[config.mk]
export PLATFORM = sky130hd
export DESIGN_NAME = debug_ctrlr
export DESIGN_NICKNAME = d
export VERILOG_FILES = /design/src/rtl/debug_ctrlr.sv
export SDC_FILE = /design/constraint.sdc
export NUM_CORES = 1
export LEC_CHECK = 0
export BUFFER_PORTS_ARGS = -buffer_cell sky130_fd_sc_hd__buf_2
export CORE_ASPECT_RATIO = 1.25
export CORE_MARGIN = 4
export CORE_UTILIZATION = 50
export CTS_BUF_LIST = sky130_fd_sc_hd__clkbuf_16
export CTS_CLUSTER_DIAMETER = 60
export DETAILED_ROUTE_END_ITERATION = 10
export PLACE_DENSITY = 0.82
export SLEW_MARGIN = 20
export SYNTH_ARGS = -nofsm -noshare
export SYNTH_HDL_FRONTEND = slang
export SYNTH_SLANG_ARGS = --single-unit
[constraint.sdc]
create_clock -name clk -period 8.3 [get_ports clk]
set_input_delay 0.415 -clock clk [delete_from_list [all_inputs] [get_ports clk]]
set_output_delay 0.415 -clock clk [all_outputs]
set_load 0.05 [all_outputs]
[src/rtl/debug_ctrlr.sv]
// Debug command executor: runs pause/resume/reset, memory and register-file
// commands decoded by the serial front end against the RISC-V core.
module debug_ctrlr #(
    parameter int TIMEOUT_CYCLES = 255,
    parameter int RESET_HOLD     = 4
) (
    input  logic        clk,
    input  logic        reset,
    input  logic [3:0]  cmd,
    input  logic [31:0] addr,
    input  logic [31:0] d_in,
    input  logic        out_valid,
    output logic        ctrlr_busy,
    output logic [31:0] d_rd,
    output logic        error,
    output logic        cpu_pause,
    output logic        cpu_reset,
    input  logic        cpu_halted,
    output logic        mem_req,
    output logic        mem_we,
    output logic [3:0]  mem_be,
    output logic [31:0] mem_addr,
    output logic [31:0] mem_wdata,
    input  logic [31:0] mem_rdata,
    input  logic        mem_ack,
    output logic [4:0]  rf_addr,
    output logic        rf_we,
    output logic [31:0] rf_wdata,
    input  logic [31:0] rf_rdata
);

    localparam int CNT_MAX = (TIMEOUT_CYCLES > RESET_HOLD) ? TIMEOUT_CYCLES : RESET_HOLD;
    localparam int CNT_W   = ($clog2(CNT_MAX + 1) > 8) ? $clog2(CNT_MAX + 1) : 8;

    localparam logic [3:0] CMD_PAUSE     = 4'h1;
    localparam logic [3:0] CMD_RESUME    = 4'h2;
    localparam logic [3:0] CMD_STATUS    = 4'h3;
    localparam logic [3:0] CMD_CPU_RESET = 4'h4;
    localparam logic [3:0] CMD_MEM_RD_W  = 4'h5;
    localparam logic [3:0] CMD_MEM_WR_W  = 4'h6;
    localparam logic [3:0] CMD_MEM_RD_B  = 4'h7;
    localparam logic [3:0] CMD_MEM_WR_B  = 4'h8;
    localparam logic [3:0] CMD_REG_RD    = 4'h9;
    localparam logic [3:0] CMD_REG_WR    = 4'hA;

    typedef enum logic [2:0] {
        S_IDLE,
        S_EXEC,
        S_WAIT_HALT,
        S_MEM_WAIT,
        S_REG_RD,
        S_RST_HOLD,
        S_DONE
    } state_e;

    state_e            state;
    logic [3:0]        cmd_q;
    logic [31:0]       addr_q;
    logic [31:0]       din_q;
    logic [CNT_W-1:0]  cnt;

    logic       is_word;
    logic       is_write;
    logic       mem_addr_ok;
    logic       reg_addr_ok;
    logic       tmo_hit;
    logic [7:0] rd_byte;

    assign is_word     = (cmd_q == CMD_MEM_RD_W) || (cmd_q == CMD_MEM_WR_W);
    assign is_write    = (cmd_q == CMD_MEM_WR_W) || (cmd_q == CMD_MEM_WR_B);
    assign mem_addr_ok = !is_word || (addr_q[1:0] == 2'b00);
    assign reg_addr_ok = (addr_q[31:5] == 27'd0);
    assign tmo_hit     = (cnt == CNT_W'(TIMEOUT_CYCLES));

    always_comb begin
        rd_byte = mem_rdata[7:0];
        case (addr_q[1:0])
            2'd1:    rd_byte = mem_rdata[15:8];
            2'd2:    rd_byte = mem_rdata[23:16];
            2'd3:    rd_byte = mem_rdata[31:24];
            default: rd_byte = mem_rdata[7:0];
        endcase
    end

    // NOTE: rf_we is decoded from the state rather than registered, so the halt
    // check made in EXEC can still suppress it and an async reset kills it at once.
    assign rf_we    = (state == S_EXEC) && (cmd_q == CMD_REG_WR) && cpu_halted && reg_addr_ok;
    assign rf_addr  = addr_q[4:0];
    assign rf_wdata = din_q;

    // NOTE: every register here is state, so only non-blocking assignments appear.
    always_ff @(posedge clk or posedge reset) begin
        if (reset) begin
            state      <= S_IDLE;
            cmd_q      <= '0;
            addr_q     <= '0;
            din_q      <= '0;
            cnt        <= '0;
            ctrlr_busy <= 1'b0;
            d_rd       <= '0;
            error      <= 1'b0;
            cpu_pause  <= 1'b0;
            cpu_reset  <= 1'b0;
            mem_req    <= 1'b0;
            mem_we     <= 1'b0;
            mem_be     <= '0;
            mem_addr   <= '0;
            mem_wdata  <= '0;
        end else begin
            case (state)
                S_IDLE: begin
                    if (out_valid) begin
                        cmd_q      <= cmd;
                        addr_q     <= addr;
                        din_q      <= d_in;
                        error      <= 1'b0;
                        ctrlr_busy <= 1'b1;
                        state      <= S_EXEC;
                    end
                end

                S_EXEC: begin
                    case (cmd_q)
                        CMD_PAUSE: begin
                            cpu_pause <= 1'b1;
                            cnt       <= '0;
                            state     <= S_WAIT_HALT;
                        end
                        CMD_RESUME: begin
                            cpu_pause <= 1'b0;
                            d_rd      <= '0;
                            state     <= S_DONE;
                        end
                        CMD_STATUS: begin
                            d_rd  <= {30'd0, cpu_pause, cpu_halted};
                            state <= S_DONE;
                        end
                        CMD_CPU_RESET: begin
                            cpu_reset <= 1'b1;
                            cnt       <= '0;
                            state     <= S_RST_HOLD;
                        end
                        CMD_MEM_RD_W, CMD_MEM_WR_W, CMD_MEM_RD_B, CMD_MEM_WR_B: begin
                            if (!cpu_halted || !mem_addr_ok) begin
                                error <= 1'b1;
                                d_rd  <= '0;
                                state <= S_DONE;
                            end else begin
                                mem_req   <= 1'b1;
                                mem_we    <= is_write;
                                mem_be    <= is_word ? 4'hF : (4'b0001 << addr_q[1:0]);
                                mem_addr  <= addr_q;
                                mem_wdata <= is_word ? din_q : {4{din_q[7:0]}};
                                cnt       <= '0;
                                state     <= S_MEM_WAIT;
                            end
                        end
                        CMD_REG_RD, CMD_REG_WR: begin
                            if (!cpu_halted || !reg_addr_ok) begin
                                error <= 1'b1;
                                d_rd  <= '0;
                                state <= S_DONE;
                            end else if (cmd_q == CMD_REG_RD) begin
                                state <= S_REG_RD;
                            end else begin
                                d_rd  <= '0;
                                state <= S_DONE;
                            end
                        end
                        default: begin
                            error <= 1'b1;
                            d_rd  <= '0;
                            state <= S_DONE;
                        end
                    endcase
                end

                S_WAIT_HALT: begin
                    if (cpu_halted) begin
                        d_rd  <= '0;
                        state <= S_DONE;
                    end else if (tmo_hit) begin
                        error <= 1'b1;
                        d_rd  <= '0;
                        state <= S_DONE;
                    end else begin
                        cnt <= cnt + 1'b1;
                    end
                end

                S_MEM_WAIT: begin
                    if (mem_ack) begin
                        mem_req <= 1'b0;
                        if (is_write)
                            d_rd <= '0;
                        else if (is_word)
                            d_rd <= mem_rdata;
                        else
                            d_rd <= {24'd0, rd_byte};
                        state <= S_DONE;
                    end else if (tmo_hit) begin
                        mem_req <= 1'b0;
                        error   <= 1'b1;
                        d_rd    <= '0;
                        state   <= S_DONE;
                    end else begin
                        cnt <= cnt + 1'b1;
                    end
                end

                S_REG_RD: begin
                    d_rd  <= rf_rdata;
                    state <= S_DONE;
                end

                S_RST_HOLD: begin
                    if (cnt == CNT_W'(RESET_HOLD - 1)) begin
                        cpu_reset <= 1'b0;
                        d_rd      <= '0;
                        state     <= S_DONE;
                    end else begin
                        cnt <= cnt + 1'b1;
                    end
                end

                S_DONE: begin
                    ctrlr_busy <= 1'b0;
                    state      <= S_IDLE;
                end

                default: state <= S_IDLE;
            endcase
        end
    end

endmodule

==> metrics.md <==
| Metric | Value |
|---|---|
| Final hold violation count | 0 |
| Ys flop type | dfrtp_1 |
| Critical R2R Launch | state[0] |
| Post-route ant nets | 0 |
| Share of the synthesized area in the top cell type | 0.567 |
| Status | finished clean |
| Synth Register Bits | 185 |
| Hold buffer count at cts | 0 |
| Synth-to-Final Area Change | 25.5% |
| Power per cell area | 490 nW/um^2 |
| Worst-path maximum fanout | 42 |
| Post-place setup slack | 5550 ps |
| I/O Buffers | 280 |
| Via count | 6474 |
| Global-route usage over all layers | 0.244 |
| Worst Path Arrival | 3080 ps |
| Max-slew headroom | 0.333 |
| Worst reg-to-reg path cell count | 5 |
| Row Count | 51 |
| Post-DP HPWL | 16400 um |
| Max Fclk | 360 MHz |
| Worst clock skew | 10.3 ps |
| CTS max path bufs | 2 |
| Setup CP Type | reg -> reg |
| H-tree depth | 4 |
| Number of enable flip-flop cells after synthesis | 0 |
| Syn avg cell area | 12.3 um^2 |
| Synth area leader | dfrtp_1 |
| Peak supply drop | 454 uV |
| Setup TNS | 0 ps |
| Initial antenna violation count | 1 |
| Wire length per cell | 19.6 um |
| Ranking of synthesized cells by area | dfrtp_1 57%, mux2_2 10%, mux2_1 5.7%, a21oi_1 3.9%, a22o_1 3.0% |
| Post-Route WL | 22500 um |
| Fillcell total | 1256 |
| Final setup margin | 5520 ps |
| Layout Nets | 1061 |
| Grt ovf | 0 |
| CTS tree | done |
| CP Capture Point | addr_q[6] |
| Number of post-CTS setup repair buffers | 0 |
| Vias in the first global route | 6599 |
| Tightest Pin Transition | 998 ps |
| Total Die Area | 18400 um^2 |
| Mapped Cells | 663 |
| Placed inst area | 9660 um^2 |
| Layout cell share with drive strength beyond 1 | 0.432 |
| Die X | 122 um |
| Starting density of the core | 0.516 |
| DRC | 0 |
| Clock Root Buffer | clkbuf_16 |
| Fin area | 10200 um^2 |
| Lkg Pwr | 5.36 nW |
| Largest net degree at the start of global routing | 110 |
| Syn Nets | 801 |
| Hold crit path type | in -> reg |
| Clk slew on worst S/H paths | 70 ps |
| Worst setup EP type | register |
| Post-synthesis async set-or-reset flop share | 1.00 |
| Minimum clock period | 2780 ps |
| Final setup violation count | 0 |
| Post-synthesis sequential area ratio | 0.567 |
| Routability cong. | 0.897 |
| Global routing usage on met2 | 0.410 |
| Die H | 151 um |
| RSZ-0062 raised after global routing | false |
| Synth cell types | 60 |
| Final core occ | 0.647 |
| FF-to-FF setup slack | 5520 ps |
| Crit start category | register |
| Area of the core | 15800 um^2 |
| First-pass GRT wire length | 34800 um |
| Slew Limit Fails | 0 |
| Initial DRC Count | 357 |
| Hold Slack | 200 ps |
| Worst Setup SP | state[0] |
| Resize count post-CTS | 0 |
| Met3 Usage GRT | 0.0751 |
| GR peak layer | met2 |
| R2r endpoint | addr_q[6] |
| Yosys warnings | 0 |
| Tcrit/Tclk final | 0.335 |
| GR Util met1 | 0.278 |
| Clock sink count | 185 |
| Worst EP required | 8600 ps |
| Clk_lat worst skew | 420 ps |
| Max cap viols | 0 |
| # IOs | 281 |
| CTS Buf Count | 17 |
| Drt via density | 5.63 |
| Synthesized area | 8160 um^2 |
| Initial DRT Pass Iterations | 5 |
==> layout make-up <==
class / instances / area (um^2) / area share
flip-flops and latches: 185 / 4630 / 0.452
well taps: 212 / 265 / 0.0259
diodes: 1 / 2.50 / 0.000244
clock inverters: 15 / 148 / 0.0144
inverters: 9 / 38.8 / 0.00379
repair buffers: 287 / 1450 / 0.142
clock buffers: 17 / 425 / 0.0415
multi-input cells: 423 / 3280 / 0.320
==> worst max-delay path, stage by stage (launching register included) <==
cell and delay, ps:
dfrtp_1 550, nor2_1 200, nand2_1 110, nor2_4 760, buf_4 610, mux2_2 400
==> metal layers <==
layer,part of all wire,wire (um)
met5,0,0
met3,0.086,1940
met4,0.050,1120
met1,0.37,8390
met2,0.49,11100
==> power by group <==
part           internal [mW]  switching, mW
combinational          0.744           1.83
clock                  0.422          0.363
sequential              1.31          0.341
total                   2.48           2.54
==> registers in the layout (all words and copies together) (netlist names), 4 cells and up <==
register and count:
mem_be 4, cnt 8, d_rd 32, addr_q 32
mem_wdata 32, rf_wdata 32, mem_addr 32, cmd_q 4
==> kinds of logic after synthesis <==
group / share of synthesized area
AND/OR/NAND/NOR: 0.0837
buffers and inverters: 0.0348
multiplexers: 0.165
adder cells (fa/ha/maj): 0.00153
AO/OA/AOI/OAI: 0.146
flip-flops: 0.567
XOR/XNOR: 0.00215
==> synthesized netlist by cell type, drive strengths merged, types with 3 or more instances <==
cell type  number
a211oi          6
a21o           26
a21oi          63
a221o           7
a22o           28
a22oi           9
a31oi           5
and2            3
and4            3
buf            38
clkbuf          8
dfrtp         185
inv             9
mux2          115
mux2i           5
nand2          16
nand2b          7
nand3           6
nor2           47
nor2b          12
nor3            5
nor3b           3
nor4            9
o211ai          5
o21ai          12
==> placed cells by master, fill, tap and decap left out, types with 12 or more instances in the layout <==
| cell type | instances |
|---|---|
| buf_2 | 280 |
| dfrtp_1 | 185 |
| mux2_2 | 74 |
| a21oi_1 | 62 |
| nor2_1 | 44 |
| mux2_1 | 41 |
| a22o_1 | 28 |
| a21o_1 | 26 |
| clkbuf_16 | 17 |
| nand2_1 | 16 |
| o21ai_0 | 12 |
| nor2b_1 | 12 |
==> worst min-delay path by stage <==
stage                         from    endpoint  slack, ps  cells past startpoint
after floorplan             cnt[0]      cnt[0]        460                      1
after global placement    d_rd[13]    d_rd[13]        450                      1
after detailed placement  d_rd[19]    d_rd[19]        460                      1
after CTS                   cmd[2]    cmd_q[2]        180                      3
after global routing      addr[28]  addr_q[28]        200                      2
final                       cmd[2]    cmd_q[2]        200                      3
==> through the flow <==
step                      instances  total power, mW
after detailed placement       1116             4.25
final                          1149             5.02
after global routing           1149             5.29
after CTS                      1148             5.05
after global placement         1116             4.19
after floorplan                 663             3.61
No activity file was read; power rests on OpenSTA's default activity.
